[src/rtl/uart_tx_cfg.sv]
// rtl/uart_tx_cfg.sv - parametrised UART transmitter with one-entry holding register
//
// Serialises producer bytes onto the TX pin as start, DATA_BITS data bits
// (LSB first), optional parity and STOP_BITS stop bits. A holding register
// accepts the next byte while a frame is on the line so frames can follow
// each other without an idle gap.
//
// Ports:
//   i_clk          sole clock
//   i_rst          asynchronous active-high reset
//   i_tx_byte_rdy  producer valid; accepted when high together with o_tx_ready
//   i_tx_byte      byte to send, sampled on acceptance
//   o_tx_ready     holding register empty
//   o_tx_busy      frame on the line or byte pending
//   o_tx           serial line, idle high, registered
//   o_tx_done      one-cycle pulse in the first cycle after each frame
module uart_tx_cfg #(
  parameter int CLKS_PER_BIT = 868,
  parameter int DATA_BITS    = 8,
  parameter int PARITY       = 0,
  parameter int STOP_BITS    = 1
) (
  input  logic                 i_clk,
  input  logic                 i_rst,
  input  logic                 i_tx_byte_rdy,
  input  logic [DATA_BITS-1:0] i_tx_byte,
  output logic                 o_tx_ready,
  output logic                 o_tx_busy,
  output logic                 o_tx,
  output logic                 o_tx_done
);

  localparam int CNT_W = (CLKS_PER_BIT > 1) ? $clog2(CLKS_PER_BIT) : 1;
  localparam int IDX_W = (DATA_BITS > 1) ? $clog2(DATA_BITS) : 1;
  localparam logic [CNT_W-1:0] CNT_LAST  = CNT_W'(CLKS_PER_BIT - 1);
  localparam logic [IDX_W-1:0] IDX_LAST  = IDX_W'(DATA_BITS - 1);
  localparam logic             STOP_LAST = (STOP_BITS == 2);

  if (CLKS_PER_BIT < 2) begin : g_bad_clks
    $error("uart_tx_cfg: CLKS_PER_BIT must be at least 2");
  end
  if (DATA_BITS < 5 || DATA_BITS > 9) begin : g_bad_data
    $error("uart_tx_cfg: DATA_BITS must be in 5..9");
  end
  if (PARITY < 0 || PARITY > 2) begin : g_bad_parity
    $error("uart_tx_cfg: PARITY must be 0, 1 or 2");
  end
  if (STOP_BITS < 1 || STOP_BITS > 2) begin : g_bad_stop
    $error("uart_tx_cfg: STOP_BITS must be 1 or 2");
  end

  typedef enum logic [2:0] {
    S_IDLE   = 3'd0,
    S_START  = 3'd1,
    S_DATA   = 3'd2,
    S_PARITY = 3'd3,
    S_STOP   = 3'd4
  } state_e;

  state_e               state_q;
  logic [CNT_W-1:0]     cnt_q;
  logic [IDX_W-1:0]     idx_q;
  logic                 stop_q;
  logic [DATA_BITS-1:0] shift_q;
  logic [DATA_BITS-1:0] hold_q;
  logic                 hold_full_q;
  logic                 tx_q;
  logic                 done_q;

  logic                 accept;
  logic                 bit_end;
  logic [IDX_W-1:0]     idx_next;
  logic                 parity_bit;

  assign accept   = i_tx_byte_rdy & ~hold_full_q;
  assign bit_end  = (cnt_q == CNT_LAST);
  assign idx_next = idx_q + 1'b1;
  // The data register is indexed rather than shifted so the captured byte
  // stays intact for the parity bit: even = XOR of data, odd = its inverse.
  assign parity_bit = (PARITY == 1) ? ~^shift_q : ^shift_q;

  always_ff @(posedge i_clk or posedge i_rst) begin
    if (i_rst) begin
      state_q     <= S_IDLE;
      cnt_q       <= '0;
      idx_q       <= '0;
      stop_q      <= 1'b0;
      shift_q     <= '0;
      hold_q      <= '0;
      hold_full_q <= 1'b0;
      tx_q        <= 1'b1;
      done_q      <= 1'b0;
    end else begin
      done_q <= 1'b0;

      // Outside IDLE an accepted byte waits in the holding register; in IDLE
      // it goes straight into the data register below.
      if (accept && state_q != S_IDLE) begin
        hold_q      <= i_tx_byte;
        hold_full_q <= 1'b1;
      end

      if (state_q != S_IDLE) begin
        cnt_q <= bit_end ? '0 : cnt_q + 1'b1;
      end

      case (state_q)
        S_IDLE: begin
          tx_q   <= 1'b1;
          cnt_q  <= '0;
          idx_q  <= '0;
          stop_q <= 1'b0;
          if (hold_full_q) begin
            shift_q     <= hold_q;
            hold_full_q <= 1'b0;
            state_q     <= S_START;
            tx_q        <= 1'b0;
          end else if (accept) begin
            shift_q <= i_tx_byte;
            state_q <= S_START;
            tx_q    <= 1'b0;
          end
        end

        S_START: begin
          if (bit_end) begin
            state_q <= S_DATA;
            idx_q   <= '0;
            tx_q    <= shift_q[0];
          end
        end

        S_DATA: begin
          if (bit_end) begin
            if (idx_q == IDX_LAST) begin
              if (PARITY != 0) begin
                state_q <= S_PARITY;
                tx_q    <= parity_bit;
              end else begin
                state_q <= S_STOP;
                stop_q  <= 1'b0;
                tx_q    <= 1'b1;
              end
            end else begin
              idx_q <= idx_next;
              tx_q  <= shift_q[idx_next];
            end
          end
        end

        S_PARITY: begin
          if (bit_end) begin
            state_q <= S_STOP;
            stop_q  <= 1'b0;
            tx_q    <= 1'b1;
          end
        end

        S_STOP: begin
          if (bit_end) begin
            if (stop_q == STOP_LAST) begin
              done_q <= 1'b1;
              // A pending byte starts immediately, leaving no idle cycle.
              if (hold_full_q) begin
                shift_q     <= hold_q;
                hold_full_q <= 1'b0;
                state_q     <= S_START;
                tx_q        <= 1'b0;
              end else begin
                state_q <= S_IDLE;
                tx_q    <= 1'b1;
              end
            end else begin
              stop_q <= 1'b1;
            end
          end
        end

        default: begin
          state_q <= S_IDLE;
          tx_q    <= 1'b1;
        end
      endcase
    end
  end

  assign o_tx       = tx_q;
  assign o_tx_done  = done_q;
  assign o_tx_ready = ~hold_full_q;
  assign o_tx_busy  = (state_q != S_IDLE) | hold_full_q;

endmodule
[config.mk]
export PLATFORM = sky130hd
export DESIGN_NAME = uart_tx_cfg
export DESIGN_NICKNAME = d
export VERILOG_FILES = /design/src/rtl/uart_tx_cfg.sv
export SDC_FILE = /design/constraint.sdc
export NUM_CORES = 1
export LEC_CHECK = 0
export CAP_MARGIN = 20
export CORE_UTILIZATION = 57
export CTS_BUF_LIST = sky130_fd_sc_hd__clkbuf_16
export CTS_CLUSTER_DIAMETER = 200
export DETAILED_ROUTE_END_ITERATION = 8
export PLACE_DENSITY = 0.79
export SLEW_MARGIN = 15
export SYNTH_ARGS = -nofsm -noshare
export SYNTH_HDL_FRONTEND = slang
export SYNTH_SLANG_ARGS = --single-unit
[constraint.sdc]
create_clock -name i_clk -period 2.9 [get_ports i_clk]
set_clock_uncertainty 0.05 [all_clocks]
set_input_delay 0.29 -clock i_clk [delete_from_list [all_inputs] [get_ports i_clk]]
set_output_delay 0.29 -clock i_clk [all_outputs]
set_load 0.02 [all_outputs]
==> tab_implementation.tex, run 1 <==
\begin{tabular}{lr}
\hline
Metric & Value \\
\hline
\multicolumn{2}{l}{\textbf{Layout}} \\
\quad Fin util & around 73\% \\
\quad Number of antenna repair diodes & 0 \\
\quad \# nets final & about 180 \\
\quad Area grow syn2layout & 16.7\% \\
\quad Non-filler cells, final & approximately 200 \\
\quad Share of post-route cells with drive strength above 1 & between 20\% and 30\% \\
\multicolumn{2}{l}{\textbf{Min path}} \\
\quad Worst min-delay path category & in2async \\
\multicolumn{2}{l}{\textbf{Logic synthesis}} \\
\quad Mapped Nets & around 170 \\
\quad Post-synthesis instance area & 1770 um\^{}2 \\
\quad Number of synthesized register bits & 35 \\
\quad Most used DFF post-synth & sky130\_fd\_sc\_hd\_\_dfrtp\_1 \\
\quad Synth area leaders & sky130\_fd\_sc\_hd\_\_dfrtp\_1 48\%, sky130\_fd\_sc\_hd\_\_mux2\_2 16\%, sky130\_fd\_sc\_hd\_\_nor2\_1 3.8\% \\
\quad Post-synthesis async set-or-reset flop share & 100\% \\
\quad Area fraction of the dominant cell type after synthesis & about half \\
\quad Fraction of the yosys area taken by sequential cells & between 40 and 50\% \\
\quad Post-synthesis cell type count & 34 \\
\quad Cell type with the highest aggregate area in the netlist & sky130\_fd\_sc\_hd\_\_dfrtp\_1 \\
\quad Count of yosys warnings during synthesis & 0 \\
\quad Synth cell count leaders & 34 x sky130\_fd\_sc\_hd\_\_dfrtp\_1, 25 x sky130\_fd\_sc\_hd\_\_mux2\_2, 18 x sky130\_fd\_sc\_hd\_\_nor2\_1, 9 x sky130\_fd\_sc\_hd\_\_inv\_1, 8 x sky130\_fd\_sc\_hd\_\_nand2\_1 \\
\quad Count of flip-flops with a built-in enable after synthesis & 0 \\
\quad Post-synthesis instance total & approximately 150 \\
\quad Most common cell in the netlist & sky130\_fd\_sc\_hd\_\_dfrtp\_1 \\
\quad Mean post-synth cell area & 11.7 um\^{}2 \\
\multicolumn{2}{l}{\textbf{CTS}} \\
\quad Clock tree from TritonCTS & built \\
\quad Clock edge transition at the registers on the reported setup and hold paths & about 50 ps \\
\quad Maximum clock insertion buffer count & 2 \\
\quad Num CTS Buffers & 5 \\
\quad Clock sinks & 35 \\
\quad Count of cells resized by post-cts repair & 0 \\
\quad Number of buffers inserted by hold repair at cts & 0 \\
\quad Library cell used as clock root buffer & sky130\_fd\_sc\_hd\_\_clkbuf\_16 \\
\quad Clock latency at the later pin of the worst-skew pair & 280 ps \\
\quad CTS H-tree depth & 2 \\
\quad Setup Fix Bufs, Post-CTS & 0 \\
\multicolumn{2}{l}{\textbf{Floorplanning}} \\
\quad Row cnt & 19 \\
\quad Core region area & approximately 2900 um\^{}2 \\
\quad Die footprint & 3340 um\^{}2 \\
\quad Die X-Extent & 57.8 um \\
\quad Effective utilization at floorplan & about 62\% \\
\quad Die boundary height & about 58 um \\
\quad I/O Pins & 15 \\
\multicolumn{2}{l}{\textbf{Worst setup path}} \\
\quad Slowest cell on the critical path & sky130\_fd\_sc\_hd\_\_or4\_1 \\
\quad RR Endpoint & shift\_q[0] \\
\quad Startpoint of the worst-slack reg-to-reg timing path & cnt\_q[0] \\
\quad Ordered cell list for the critical path & ha\_1, or3b\_1, or4\_1, o32ai\_4, mux2\_2 \\
\quad Data required, critical path & about 3000 ps \\
\quad Max Fanout on Critical Path & 9 \\
\quad Crit path launch type & register \\
\quad Category of the critical setup timing path & reg2reg \\
\quad Worst Setup End Kind & register \\
\quad Crit-path leading delay family & simple AND/OR/NAND/NOR gates \\
\quad CP arrival & between 2000 and 3000 ps \\
\quad Delay of the slowest critical-path stage & 600 ps \\
\quad Slack of the worst reg-to-reg path & around 410 ps \\
\quad Number of buffers and inverters on the critical path & 0 \\
\quad Depth of the most critical reg-to-reg path & 5 \\
\multicolumn{2}{l}{\textbf{Routing}} \\
\quad Avg Vias per Cell & $\sim$6 \\
\quad Via count of the routed design & 1175 \\
\quad Number of nets with antenna violations after routing & 0 \\
\quad First drt pass iteration count & 6 \\
\quad Initial detailed-routing violation count & 54 \\
\quad Total DRC errors in the routed layout & 2 \\
\quad WL per Instance & about 16 um \\
\quad Total length of routed wires & roughly 3.1 mm \\
\multicolumn{2}{l}{\textbf{STA}} \\
\quad Number of endpoints with negative hold slack in the final report & 0 \\
\quad Time the worst path needs with I/O delays and setup & between 2000 and 2500 ps \\
\quad Final setup fails & 0 \\
\quad Peak Freq & 402 MHz \\
\quad Unrepaired setup endpoints after global routing & false \\
\quad Total Negative Setup Slacks & 0 ps \\
\quad Min setup slack post-route & approximately 410 ps \\
\quad Relative slew margins & roughly 47\% \\
\quad Max-slew violation count & 0 \\
\quad Share of the clock period used by the worst path & 85.7\% \\
\quad Slew at the pin closest to its max-slew limit & about 800 ps \\
\multicolumn{2}{l}{\textbf{Pwr}} \\
\quad Switching share of power & between 10\% and 20\% \\
\quad Internal power & $\sim$0.84 mW \\
\quad Sequential share of power & between 40\% and 50\% \\
\quad Net switching power & a little over 0.2 mW \\
\quad Share of total power in the clock network & 46.6\% \\
\quad Cell leakage power & 0.886 nW \\
\quad Portion of total power attributed to combinational logic & under 10\% \\
\quad Worst supply voltage drop on vdd & slightly below 500 uV \\
\quad Power density over the cells & around 510 nW/um\^{}2 \\
\multicolumn{2}{l}{\textbf{Global route}} \\
\quad Initial antenna violation count & 0 \\
\quad Total gr overflow & 0 \\
\quad Maximum number of pins on one net before global-route repair & 20 \\
\quad GRT Total Usage & between 20\% and 30\% \\
\quad Wire length of the first global-routing pass & 5.59 mm \\
\quad Vias in the first global route & between 1000 and 1500 \\
\multicolumn{2}{l}{\textbf{Place}} \\
\quad Final Wtd Congestion & approximately 0.82 \\
\quad Worst slack at placement & between 400 and 500 ps \\
\quad Total placed cells including tap cells & roughly 190 \\
\quad DP Wirelength & 2.31 mm \\
\quad Number of input and output port buffers inserted & 14 \\
\multicolumn{2}{l}{\textbf{Outcome}} \\
\quad Violated checks & design-rule violations \\
\quad Outcome & finished with violations \\
\multicolumn{2}{l}{\textbf{Run}} \\
\quad Max-capacitance violation count & 0 \\
\hline
\end{tabular}
[flip-flops by register name, summed over array words and instances (netlist names)]
register	cells
hold_full_q	1
cnt_q	10
idx_q	3
o_tx_done	1
state_q	3
shift_q	8
o_tx	1
hold_q	8
[how the worst max path moves through the flow]
stage                        start          to  slack [ps]  cells after the start
final                     cnt_q[0]  shift_q[0]         410                      5
after global routing      cnt_q[0]  shift_q[0]         260                      5
after CTS                 cnt_q[0]  shift_q[0]         420                      5
after detailed placement  cnt_q[0]  shift_q[4]         430                      5
after global placement    cnt_q[0]  shift_q[0]         520                      5
after floorplan           cnt_q[0]  shift_q[0]         660                      6
[placed cells by master (no fill, tap or decap), drive strengths merged]
cell type / instances
and3: 1
nand2: 8
a31o: 1
nor3b: 2
dfstp: 1
mux4: 2
or2: 3
o32ai: 2
xor2: 2
clkdlybuf4s50: 14
nand3: 4
buf: 2
o21ai: 5
dfrtp: 34
a31oi: 1
clkinv: 2
a221oi: 1
a21oi: 3
inv: 10
xnor2: 7
clkbuf: 5
or3b: 1
mux2: 25
nor4: 2
or4: 1
nand3b: 1
nand4: 2
ha: 3
nor2: 18
nor3: 3
mux2i: 4
[metrics by stage]
stage | hold WS, ps | instance area [um^2] | total power [mW]
final | 366 | 2070 | 1.05
after global routing | 464 | 2070 | 1.09
after CTS | 407 | 2070 | 1.06
after detailed placement | 434 | 1930 | 0.568
after global placement | 417 | 1930 | 0.566
after floorplan | 392 | 1770 | 0.544
[area by class of cell]
class / count / area, um^2
well taps: 31 / 38.8
multi-input cells: 102 / 827
flip-flops and latches: 35 / 877
clock buffers: 5 / 125
repair buffers: 16 / 155
fillers: 199 / 785
clock inverters: 3 / 11.3
inverters: 9 / 33.8
[logic make-up after synthesis]
kind of cell	share of synthesized area [%]
AOI/OAI and AO/OA	6.64
xor gates and xnor gates	4.45
adders and majority gates	2.12
buffers and inverters	3.81
DFF	49.5
muxes	20.7
and+or+nand+nor	12.8
[worst register-to-register path, delay by kind of cell, from the launching register on]
| kind | cells | cell delay, ps |
|---|---|---|
| adder cells (fa/ha/maj) | 1 | 240 |
| multiplexers | 1 | 400 |
| AND/OR/NAND/NOR | 2 | 980 |
| AO/OA/AOI/OAI | 1 | 320 |
| flip-flops | 1 | 390 |
[per-layer routing]
layer  GRT usage, %  share of wire, %
met5              0                 0
met4           12.2               3.1
met3           7.81               4.2
met2           36.5                45
met1           28.0                47
[power by group through the flow]
stage	combinational (mW)	clock [mW]	sequential (mW)
detailed placement	0.0516	0	0.516
floorplan	0.0299	0	0.514
global placement	0.0505	0	0.515
CTS	0.0527	0.496	0.508
finish	0.0518	0.489	0.508
global route	0.0577	0.519	0.509
Note: power is estimated with default switching activity, not from simulation.
==> run 2: changes to the inputs <==
PLACE_DENSITY = 0.88   (was 0.79)
==> run 2 against run 1 <==
  * Flip-flop and latch count stayed put
  * Count of clock-buffer cells in the layout did not move
  * Sequential power hardly changed
  * Total power is 11% higher
  * Via count up 2.9%
  * Largest power group is now clock
  * First-iteration DRC count up 3.7%
  * The run still ends with design-rule violations left
  * Die area stayed put
  * Non-clock buffer count unchanged
  * Cell count is the same
  * Critical path depth did not move
==> tab_implementation.tex, run 2 (synthesis gave the netlist of run 1 again) <==
\begin{tabular}{lr}
\hline
Metric & Value \\
\hline
\multicolumn{2}{l}{\textbf{STA}} \\
\quad Max-slew violation count & 0 (unchanged) \\
\quad Time the worst path needs with I/O delays and setup & 2540 ps (+49.3 ps) \\
\quad Min setup slack post-route & 365 ps (-49.3 ps) \\
\quad Total Negative Setup Slacks & 0 ps (unchanged) \\
\quad Relative slew margins & 47.7\% (+0.81 points) \\
\quad Slew at the pin closest to its max-slew limit & 778 ps (-12.0 ps) \\
\quad Number of endpoints with negative hold slack in the final report & 0 (unchanged) \\
\quad Unrepaired setup endpoints after global routing & false \\
\quad Share of the clock period used by the worst path & 87.4\% (+1.7 points) \\
\quad Peak Freq & 394 MHz (-1.9\%) \\
\quad Final setup fails & 0 (unchanged) \\
\multicolumn{2}{l}{\textbf{Layout}} \\
\quad Most frequent standard cell in the layout excluding fill and tap cells & sky130\_fd\_sc\_hd\_\_dfrtp\_1 \\
\quad \# nets final & 183 (unchanged) \\
\quad Fin util & 73.6\% (+1.1 points) \\
\quad Register containing the most flip-flops in the final layout & cnt\_q \\
\quad Most used cells in the layout excluding fill and tap cells & 34 x sky130\_fd\_sc\_hd\_\_dfrtp\_1, 25 x sky130\_fd\_sc\_hd\_\_mux2\_2, 18 x sky130\_fd\_sc\_hd\_\_nor2\_1 \\
\quad Share of post-route cells with drive strength above 1 & 26.5\% (+1.8 points) \\
\quad Largest registers & cnt\_q (10), hold\_q (8), shift\_q (8) \\
\quad Area grow syn2layout & 18.6\% \\
\quad Largest register FFs & 10 (unchanged) \\
\quad Number of antenna repair diodes & 0 (unchanged) \\
\multicolumn{2}{l}{\textbf{Place}} \\
\quad Number of input and output port buffers inserted & 14 (unchanged) \\
\quad Worst slack at placement & 404 ps (-27.4 ps) \\
\quad DP Wirelength & 2.41 mm (+4.3\%) \\
\quad Final Wtd Congestion & 0.875 (+6.7\%) \\
\multicolumn{2}{l}{\textbf{CTS}} \\
\quad Number of buffers inserted by hold repair at cts & 0 (unchanged) \\
\quad Clock latency at the later pin of the worst-skew pair & 280 ps (about the same) \\
\quad CTS H-tree depth & 2 (unchanged) \\
\quad Count of cells resized by post-cts repair & 0 (unchanged) \\
\quad Clock edge transition at the registers on the reported setup and hold paths & 60 ps (about the same) \\
\quad Library cell used as clock root buffer & sky130\_fd\_sc\_hd\_\_clkbuf\_16 \\
\quad Setup Fix Bufs, Post-CTS & 0 (unchanged) \\
\quad Clock sinks & 35 (unchanged) \\
\quad Num CTS Buffers & 5 (unchanged) \\
\quad Clock tree from TritonCTS & built \\
\quad Maximum clock insertion buffer count & 2 (unchanged) \\
\multicolumn{2}{l}{\textbf{Worst setup path}} \\
\quad Worst setup startpoint & cnt\_q[0] \\
\quad Startpoint of the worst-slack reg-to-reg timing path & cnt\_q[0] \\
\quad Category of the critical setup timing path & reg2reg \\
\quad Depth of the most critical reg-to-reg path & 5 (unchanged) \\
\quad Max Fanout on Critical Path & 9 (unchanged) \\
\quad Worst Setup End Kind & register \\
\quad Crit path launch type & register \\
\quad RR Endpoint & shift\_q[3] \\
\quad Data required, critical path & 3010 ps (about the same) \\
\quad Slack of the worst reg-to-reg path & 360 ps (-50 ps) \\
\quad CP arrival & 2650 ps (+60 ps) \\
\multicolumn{2}{l}{\textbf{Pwr}} \\
\quad Power density over the cells & 554 nW/um\^{}2 (+9.3\%) \\
\quad Final total power & 1.16 mW (+11\%) \\
\quad Worst supply voltage drop on vdd & 780 uV (+62\%) \\
\quad Cell leakage power & 0.900 nW (+1.5\%) \\
\multicolumn{2}{l}{\textbf{Global route}} \\
\quad Total gr overflow & 0 (unchanged) \\
\quad Met3 track utilization from global routing & 8.71\% (+0.89 points) \\
\quad Maximum number of pins on one net before global-route repair & 20 (unchanged) \\
\quad Met2 capacity usage during global routing & 44.2\% (+7.6 points) \\
\quad Wire length of the first global-routing pass & 6.02 mm (+7.6\%) \\
\quad M1 GR Usage & 28.9\% (+0.86 points) \\
\quad Vias in the first global route & 1290 (+1.8\%) \\
\quad GRT Total Usage & 25.5\% (+2.5 points) \\
\quad Busiest layer in global routing & met2 \\
\quad Initial antenna violation count & 0 (unchanged) \\
\multicolumn{2}{l}{\textbf{Floorplanning}} \\
\quad Die X-Extent & 57.8 um (unchanged) \\
\quad I/O Pins & 15 (unchanged) \\
\quad Core region area & 2850 um\^{}2 (unchanged) \\
\quad Die boundary height & 57.8 um (unchanged) \\
\quad Die footprint & 3340 um\^{}2 (unchanged) \\
\quad Row cnt & 19 (unchanged) \\
\quad Effective utilization at floorplan & 62.1\% (unchanged) \\
\multicolumn{2}{l}{\textbf{Routing}} \\
\quad First drt pass iteration count & 6 (unchanged) \\
\quad Total length of routed wires & 3.52 mm (+13\%) \\
\quad WL per Instance & 17.5 um (+13\%) \\
\quad Via count of the routed design & 1209 (+2.9\%) \\
\quad Number of nets with antenna violations after routing & 0 (unchanged) \\
\quad Avg Vias per Cell & 6.01 (+2.9\%) \\
\quad Initial detailed-routing violation count & 56 (+3.7\%) \\
\quad Total DRC errors in the routed layout & 1 (-1) \\
\multicolumn{2}{l}{\textbf{Run}} \\
\quad Max-capacitance violation count & 0 (unchanged) \\
\multicolumn{2}{l}{\textbf{Outcome}} \\
\quad Outcome & finished with violations \\
\quad Violated checks & design-rule violations \\
\multicolumn{2}{l}{\textbf{Min path}} \\
\quad Worst min-delay path category & in2async \\
\hline
\end{tabular}
## run 2: cell count changes in the layout (fill, tap and decap cells not counted)
| cell | delta |
|---|---|
| sky130_fd_sc_hd__bufinv_16 | +1 |
| sky130_fd_sc_hd__clkinv_1 | -2 |
| sky130_fd_sc_hd__clkinv_2 | +1 |
| sky130_fd_sc_hd__inv_1 | -1 |
| sky130_fd_sc_hd__clkinv_4 | +1 |
## run 2: critical path: stages (launching register included)
cell	delay [ps]
sky130_fd_sc_hd__dfrtp_1	410
sky130_fd_sc_hd__ha_1	250
sky130_fd_sc_hd__or3b_1	370
sky130_fd_sc_hd__or4_1	590
sky130_fd_sc_hd__o32ai_4	330
sky130_fd_sc_hd__mux2_2	400
## run 2: worst max-delay path by stage
stage / end / slack [ps] / cells after the start
2_1_floorplan: shift_q[0] / 660 / 6
4_1_cts: shift_q[3] / 340 / 5
3_5_place_dp: shift_q[3] / 400 / 5
5_1_grt: shift_q[3] / 230 / 5
6_report: shift_q[3] / 360 / 5
3_3_place_gp: shift_q[5] / 520 / 5
## run 2: power by group
| group | leakage, nW | switching [mW] | internal (mW) | total (mW) |
|---|---|---|---|---|
| Combinational | 0.368 | 0.0213 | 0.0317 | 0.0531 |
| Sequential | 0.448 | 0.00637 | 0.502 | 0.508 |
| Clock | 0.0838 | 0.199 | 0.404 | 0.603 |
| Total | 0.900 | 0.227 | 0.938 | 1.16 |
## run 2: stage by stage
| step | hold WS, ps | cell area (um^2) | cells |
|---|---|---|---|
| floorplan | 392 | 1770 | 152 |
| global placement | 416 | 1930 | 193 |
| detailed placement | 443 | 1930 | 193 |
| CTS | 356 | 2100 | 201 |
| global route | 427 | 2100 | 201 |
| finish | 342 | 2100 | 201 |
## run 2: final cells by class
| type | count | area (um^2) |
|---|---|---|
| clock buffers | 5 | 125 |
| flip-flops and latches | 35 | 877 |
| repair buffers | 16 | 155 |
| multi-input cells | 102 | 827 |
| inverters | 9 | 33.8 |
| well taps | 31 | 38.8 |
| fillers | 206 | 752 |
| clock inverters | 3 | 43.8 |
## run 2: metal layers
layer / wire length [um] / part of all wire (%)
met5: 0 / 0
met2: 1840 / 52
met3: 157 / 4.5
met4: 70 / 2.0
met1: 1450 / 41
